===== src/rtl/timer_pkg.sv =====
// Shared types for the timer bank: command codes, channel modes and
// the per-channel control state.
package timer_pkg;

   typedef enum logic [1:0] {
      CMD_LOAD  = 2'd0,
      CMD_START = 2'd1,
      CMD_STOP  = 2'd2,
      CMD_NOP   = 2'd3
   } cmd_t;

   localparam logic MODE_ONESHOT  = 1'b0;
   localparam logic MODE_PERIODIC = 1'b1;

   typedef enum logic {
      ST_IDLE = 1'b0,
      ST_RUN  = 1'b1
   } chan_state_t;

endpackage


===== src/rtl/timer_channel.sv =====
// One timer channel: down-counter with reload register, one-shot or
// periodic mode, single-cycle expire pulse and sticky irq flag.
//
// state   | meaning
// --------+--------------------------------------------------------
// ST_IDLE | stopped; count holds, ticks ignored
// ST_RUN  | counting down one per tick; terminal count at zero
module timer_channel
   import timer_pkg::*;
#(
   parameter int WIDTH = 24
) (
   input  logic             clk,
   input  logic             rst,
   input  logic             tick,
   input  logic             cmd_valid,
   input  cmd_t             cmd,
   input  logic [WIDTH-1:0] wr_data,
   input  logic             irq_clr,
   output logic [WIDTH-1:0] count,
   output logic             running,
   output logic             periodic,
   output logic             expire,
   output logic             irq
);

   chan_state_t      state, state_nxt;
   logic [WIDTH-1:0] reload, reload_nxt;
   logic [WIDTH-1:0] count_nxt;
   logic             periodic_nxt;
   logic             expire_nxt;
   logic             irq_nxt;

   // state and datapath registers; reset clears everything
   always_ff @(posedge clk) begin
      if (rst) begin
         state    <= ST_IDLE;
         reload   <= '0;
         count    <= '0;
         periodic <= MODE_ONESHOT;
         expire   <= 1'b0;
         irq      <= 1'b0;
      end else begin
         state    <= state_nxt;
         reload   <= reload_nxt;
         count    <= count_nxt;
         periodic <= periodic_nxt;
         expire   <= expire_nxt;
         irq      <= irq_nxt;
      end
   end

   // next-state: a command beats a coincident tick, and an expiry beats irq_clr
   always_comb begin
      state_nxt    = state;
      reload_nxt   = reload;
      count_nxt    = count;
      periodic_nxt = periodic;
      expire_nxt   = 1'b0;
      irq_nxt      = irq & ~irq_clr;
      if (cmd_valid) begin
         case (cmd)
            CMD_LOAD: begin
               reload_nxt = wr_data;
               count_nxt  = wr_data;
            end
            CMD_START: begin
               state_nxt    = ST_RUN;
               periodic_nxt = wr_data[0];
            end
            CMD_STOP: state_nxt = ST_IDLE;
            default: ;
         endcase
      end else if (state == ST_RUN && tick) begin
         if (count == '0) begin
            expire_nxt = 1'b1;
            irq_nxt    = 1'b1;
            if (periodic == MODE_PERIODIC) begin
               count_nxt = reload;
            end else begin
               count_nxt = '0;
               state_nxt = ST_IDLE;
            end
         end else begin
            count_nxt = count - WIDTH'(1);
         end
      end
   end

   assign running = (state == ST_RUN);

endmodule


===== src/rtl/timer_bank.sv =====
// Bank of independent down-counting timers. The top decodes the command
// strobe into per-channel enables and generates the shared count tick.
// Optional macro TIMER_BANK_PRESCALE_EN: ticks come from a free-running
// divide-by-PRESCALE counter instead of every clock.
module timer_bank
   import timer_pkg::*;
#(
   parameter int WIDTH    = 24,
   parameter int CHANNELS = 4,
   parameter int PRESCALE = 4
) (
   input  logic                      clk,
   input  logic                      rst,
   input  logic                      wr_en,
   input  logic [3:0]                wr_ch,
   input  logic [1:0]                wr_cmd,
   input  logic [WIDTH-1:0]          wr_data,
   input  logic [CHANNELS-1:0]       irq_clr,
   output logic [CHANNELS*WIDTH-1:0] count,
   output logic [CHANNELS-1:0]       running,
   output logic [CHANNELS-1:0]       periodic,
   output logic [CHANNELS-1:0]       expire,
   output logic [CHANNELS-1:0]       irq,
   output logic                      irq_any
);

   if (CHANNELS < 1 || CHANNELS > 16 || PRESCALE < 1) begin : g_bad_param
      $error("timer_bank: CHANNELS must be 1..16 and PRESCALE must be >= 1");
   end

   cmd_t                cmd_dec;
   logic                tick;
   logic [CHANNELS-1:0] cmd_valid;

   assign cmd_dec = cmd_t'(wr_cmd);

`ifdef TIMER_BANK_PRESCALE_EN
   localparam int PW = (PRESCALE > 1) ? $clog2(PRESCALE) : 1;
   logic [PW-1:0] presc_cnt;

   // free-running divider, tick on the cycle that wraps back to zero
   always_ff @(posedge clk) begin
      if (rst) begin
         presc_cnt <= '0;
      end else if (presc_cnt == PW'(PRESCALE - 1)) begin
         presc_cnt <= '0;
      end else begin
         presc_cnt <= presc_cnt + PW'(1);
      end
   end

   assign tick = (presc_cnt == PW'(PRESCALE - 1));
`else
   assign tick = 1'b1;
`endif

   // address decode: an out-of-range channel matches nothing, NOP reaches nobody
   always_comb begin
      cmd_valid = '0;
      for (int i = 0; i < CHANNELS; i++) begin
         cmd_valid[i] = wr_en && (cmd_dec != CMD_NOP) && (wr_ch == 4'(i));
      end
   end

   for (genvar i = 0; i < CHANNELS; i++) begin : g_chan
      timer_channel #(
         .WIDTH (WIDTH)
      ) u_chan (
         .clk       (clk),
         .rst       (rst),
         .tick      (tick),
         .cmd_valid (cmd_valid[i]),
         .cmd       (cmd_dec),
         .wr_data   (wr_data),
         .irq_clr   (irq_clr[i]),
         .count     (count[i*WIDTH +: WIDTH]),
         .running   (running[i]),
         .periodic  (periodic[i]),
         .expire    (expire[i]),
         .irq       (irq[i])
      );
   end

   assign irq_any = |irq;

endmodule


===== config.mk =====
export PLATFORM = sky130hd
export DESIGN_NAME = timer_bank
export DESIGN_NICKNAME = d
export VERILOG_FILES = /design/src/rtl/timer_pkg.sv /design/src/rtl/timer_channel.sv /design/src/rtl/timer_bank.sv
export SDC_FILE = /design/constraint.sdc
export NUM_CORES = 1
export LEC_CHECK = 0
export CAP_MARGIN = 20
export CORE_ASPECT_RATIO = 0.75
export CORE_MARGIN = 1.5
export CORE_UTILIZATION = 35
export DETAILED_ROUTE_END_ITERATION = 8
export PLACE_DENSITY = 0.68
export SLEW_MARGIN = 40
export SYNTH_ARGS = -nofsm -noshare
export SYNTH_HDL_FRONTEND = slang
export SYNTH_HIERARCHICAL = 1
export SYNTH_SLANG_ARGS = --single-unit

===== constraint.sdc =====
create_clock -name clk -period 3 [get_ports clk]
set_clock_uncertainty 0.15 [all_clocks]
set_input_delay 0.6 -clock clk [delete_from_list [all_inputs] [get_ports clk]]
set_output_delay 0.6 -clock clk [all_outputs]
set_load 0.005 [all_outputs]

==> metrics.md <==
| Metric | Value |
|---|---|
| Max Root-Sink Buffers | 3 |
| DRC | 0 |
| Max incr delay on CP | 620 ps |
| Comb pwr share | 0.182 |
| CTS buffer count | 22 |
| TritonRoute pass-1 iters | 5 |
| Max Fclk | 345 MHz |
| Port bufs | 149 |
| Worst hold path type | in -> reg |
| Min-delay src | rst |
| Die area | 33500 sq um |
| Internal power | 0.00479 W |
| Dpl cells | 2093 |
| Worst path slowest cell | or4b_2 |
| Pins over their slew limit | 0 |
| Sw Share | 0.291 |
| Critical Path Sink Type | flip-flop |
| Layout overhead on the synthesized area | 31.1% |
| Total of warnings raised by yosys | 6 |
| R2R Path Start | g_chan[0].u_chan/count[0]$_SDFFE_PP0P_ |
| I/O pin count | 150 |
| Yosys reg bits | 208 |
| Die width | 211 um |
| Drt total wl | 43400 um |
| Setup ws final | 101 ps |
| First-pass GRT wire length | 67000 um |
| Drt wl/cell | 20.4 um |
| Total Power | 0.00676 W |
| Vias per cell | 5.88 |
| Critical path's top delay family | simple AND/OR/NAND/NOR gates |
| Crit Path Category | reg -> reg |
| Area of the multi-input gates | 6640 sq um |
| Clock power share | 0.404 |
| DP Worst Slack | -200 ps |
| Core Rows | 56 |
| Nets | 1756 |
| Latest clock arrival within the worst-skew pair | 540 ps |
| Crit Path Max Fanout | 11 |
| CP Data Required Time | 3280 ps |
| Layout Cells excl Fill | 2133 |
| Clock sinks | 208 |
| Number of global-route vias before repair | 11400 |
| Cts hold-fix bufs | 0 |
| Critical Path Most Common Cell | or3_1 |
| Slew HR | 0.476 |
| DR iter-0 viols | 1081 |
| CP bufs+invs | 2 |
| Die height | 159 um |
| Clock slew at reported path FFs | 70 ps |
| Share of cells above drive strength 1 | 0.142 |
| Post-synth EDFFs | 0 |
| FF/Latch Area | 4160 sq um |
| Filler cell count in the final layout | 3112 |
| H-tree depth | 1 |
| Routed Antenna Nets | 0 |
| Post-route minimum period | 2900 ps |
| Setup violations, final | 0 |
| CTS tree | yes |
| MaxCap Viol Count | 0 |
| Pin count of the biggest net entering global routing | 46 |
| Outcome | completed |
| Core area | 31500 sq um |
| Post-Syn Instances | 1491 |
| Cell Pwr Density | 455 nW/um^2 |
| Setup crit start | g_chan[0].u_chan/count[0]$_SDFFE_PP0P_ |
| Distinct cells, synth | 50 |
| Tcrit/Tclk final | 0.966 |
| Crit path cell chain | inv_1 -> ha_1 -> or4b_2 -> or3_1 -> or3_1 -> buf_4 -> a21oi_1 -> a211oi_1 -> o221a_2 |
| Total number of vias | 12500 |
| Post-synth top flop | dfxtp_1 |
| Final Hold Fails | 0 |
| Pleak | 5.48 nW |
| Seq/Total Area, Yosys | 0.368 |
| Total GRT Usage | 0.253 |
| Root buffer cell | clkbuf_16 |
| Slew @ Worst Pin | 784 ps |
| Synthesized area | 11300 sq um |
| Avg Cell Area, Syn | 7.60 sq um |
| Initial antenna violation count | 1 |
| RSZ-0062 raised after global routing | no |
| Peak VDD IR | 0.315 mV |
| Asr flop ratio synth | 0 |
| Worst Setup Start Kind | flip-flop |
| Starting Density | 0.359 |
| Global placer's final weighted congestion | 0.912 |
| HPWL after detailed placement | 29600 um |
| Part of the power in registers | 0.414 |
| Final global-route overflow total | 0 |
| Worst Path Arrival | 3180 ps |
| Net Sw Power | 0.00196 W |
## per-stage QoR
stage                     hold slack [ps]  area (sq um)  TNS [ps]  utilization
after global routing                  317         14800         0        0.471
after floorplan                       282         11300         0            -
after CTS                             289         14800         0        0.470
after detailed placement              297         14100     -2930        0.448
after global placement                290         14100      -791        0.448
final                                 304         14800         0        0.471
## final timing paths
| check | end | slack [ps] | cells after the start |
|---|---|---|---|
| max | g_chan[0].u_chan/count[2]$_SDFFE_PP0P_ | 100 | 9 |
| min | g_chan[0].u_chan/reload[6]$_SDFFE_PP0P_ | 300 | 2 |
| max reg2reg | g_chan[0].u_chan/count[2]$_SDFFE_PP0P_ | 100 | 9 |
| min reg2reg | g_chan[2].u_chan/reload[1]$_SDFFE_PP0P_ | 310 | 2 |
## final cells by class
cell class                      count  share of cell area
Clock buffer                       31              0.0442
Sequential cell                   208               0.280
Tap cell                          406              0.0342
Inverter                           16             0.00405
Clock inverter                      8             0.00295
Antenna cell                        1            0.000169
Timing Repair Buffer              309               0.187
Multi-Input combinational cell   1154               0.447
## synth_stat cells, drive strengths merged (9+ instances only)
library cell  number  area share
nand2            289       0.096
a21oi            212       0.094
dfxtp            208        0.37
clkbuf            88       0.029
nor2              81       0.027
nand3             56       0.025
o21ai             48       0.021
or4               42       0.029
a311oi            40       0.031
nor3              40       0.019
a211oi            36       0.027
nand3b            36       0.024
nor2b             32       0.018
xor2              32       0.025
buf               28       0.016
or3               24       0.013
o41ai             20       0.015
xnor2             20       0.015
a211o             16       0.012
nor4              15      0.0083
inv               12      0.0040
o31ai             12      0.0080
nand2b             9      0.0050
## cells by family (layout without fill, tap and decap cells)
kind of cell,Yosys count,in the layout,synth area share
AO/OA/AOI/OAI,433,433,0.247
XOR/XNOR,52,52,0.0402
adder cells (fa/ha/maj),8,8,0.00884
buffers and inverters,132,364,0.0508
flip-flops,208,208,0.368
multiplexers,4,4,0.00354
other,1,5,0.000331
AND/OR/NAND/NOR,653,653,0.282
## power groups by stage
stage	combinational [W]	sequential [W]	clock (W)
floorplan	0.000741	0.00286	0
global placement	0.00117	0.00286	0
detailed placement	0.00119	0.00286	0
CTS	0.00119	0.00280	0.00276
global route	0.00132	0.00280	0.00286
finish	0.00123	0.00280	0.00273
## per-layer routing
layer,vias to the layer above,track usage,share of wire
met5,-,0,0
met4,0,0.0594,0.021
met3,55,0.0522,0.10
met2,654,0.381,0.43
met1,5989,0.366,0.45
li1,5843,-,-
## sequential cells by signal (all words and copies together) (netlist names)
name                    count
g_chan.u_chan/count        96
g_chan.u_chan/reload       96
g_chan.u_chan/expire        4
g_chan.u_chan/irq           4
g_chan.u_chan/periodic      4
g_chan.u_chan/running       4
## timing repair
item                       4_1_cts  5_1_grt
setup buffers                    0        0
gates resized for setup          0        3
setup endpoints to repair        0        7
## layout by cell type (no fill, tap or decap), types with 16 or more instances in the layout
cell type / Yosys / layout
a211o_1: 16 / 16
a211oi_1: 28 / 28
a21oi_1: 212 / 212
a311oi_1: 40 / 40
buf_4: 0 / 154
clkbuf_16: 0 / 23
clkdlybuf4s50_1: 0 / 148
dfxtp_1: 208 / 208
nand2_1: 289 / 289
nand3_1: 56 / 56
nand3b_1: 36 / 36
nor2_1: 81 / 80
nor2b_1: 32 / 28
nor3_1: 36 / 36
o21ai_0: 48 / 48
o41ai_1: 20 / 20
or3_1: 24 / 21
or4_1: 38 / 38
xnor2_1: 20 / 20
xor2_1: 32 / 32
Power figures use the tool's default switching activity.
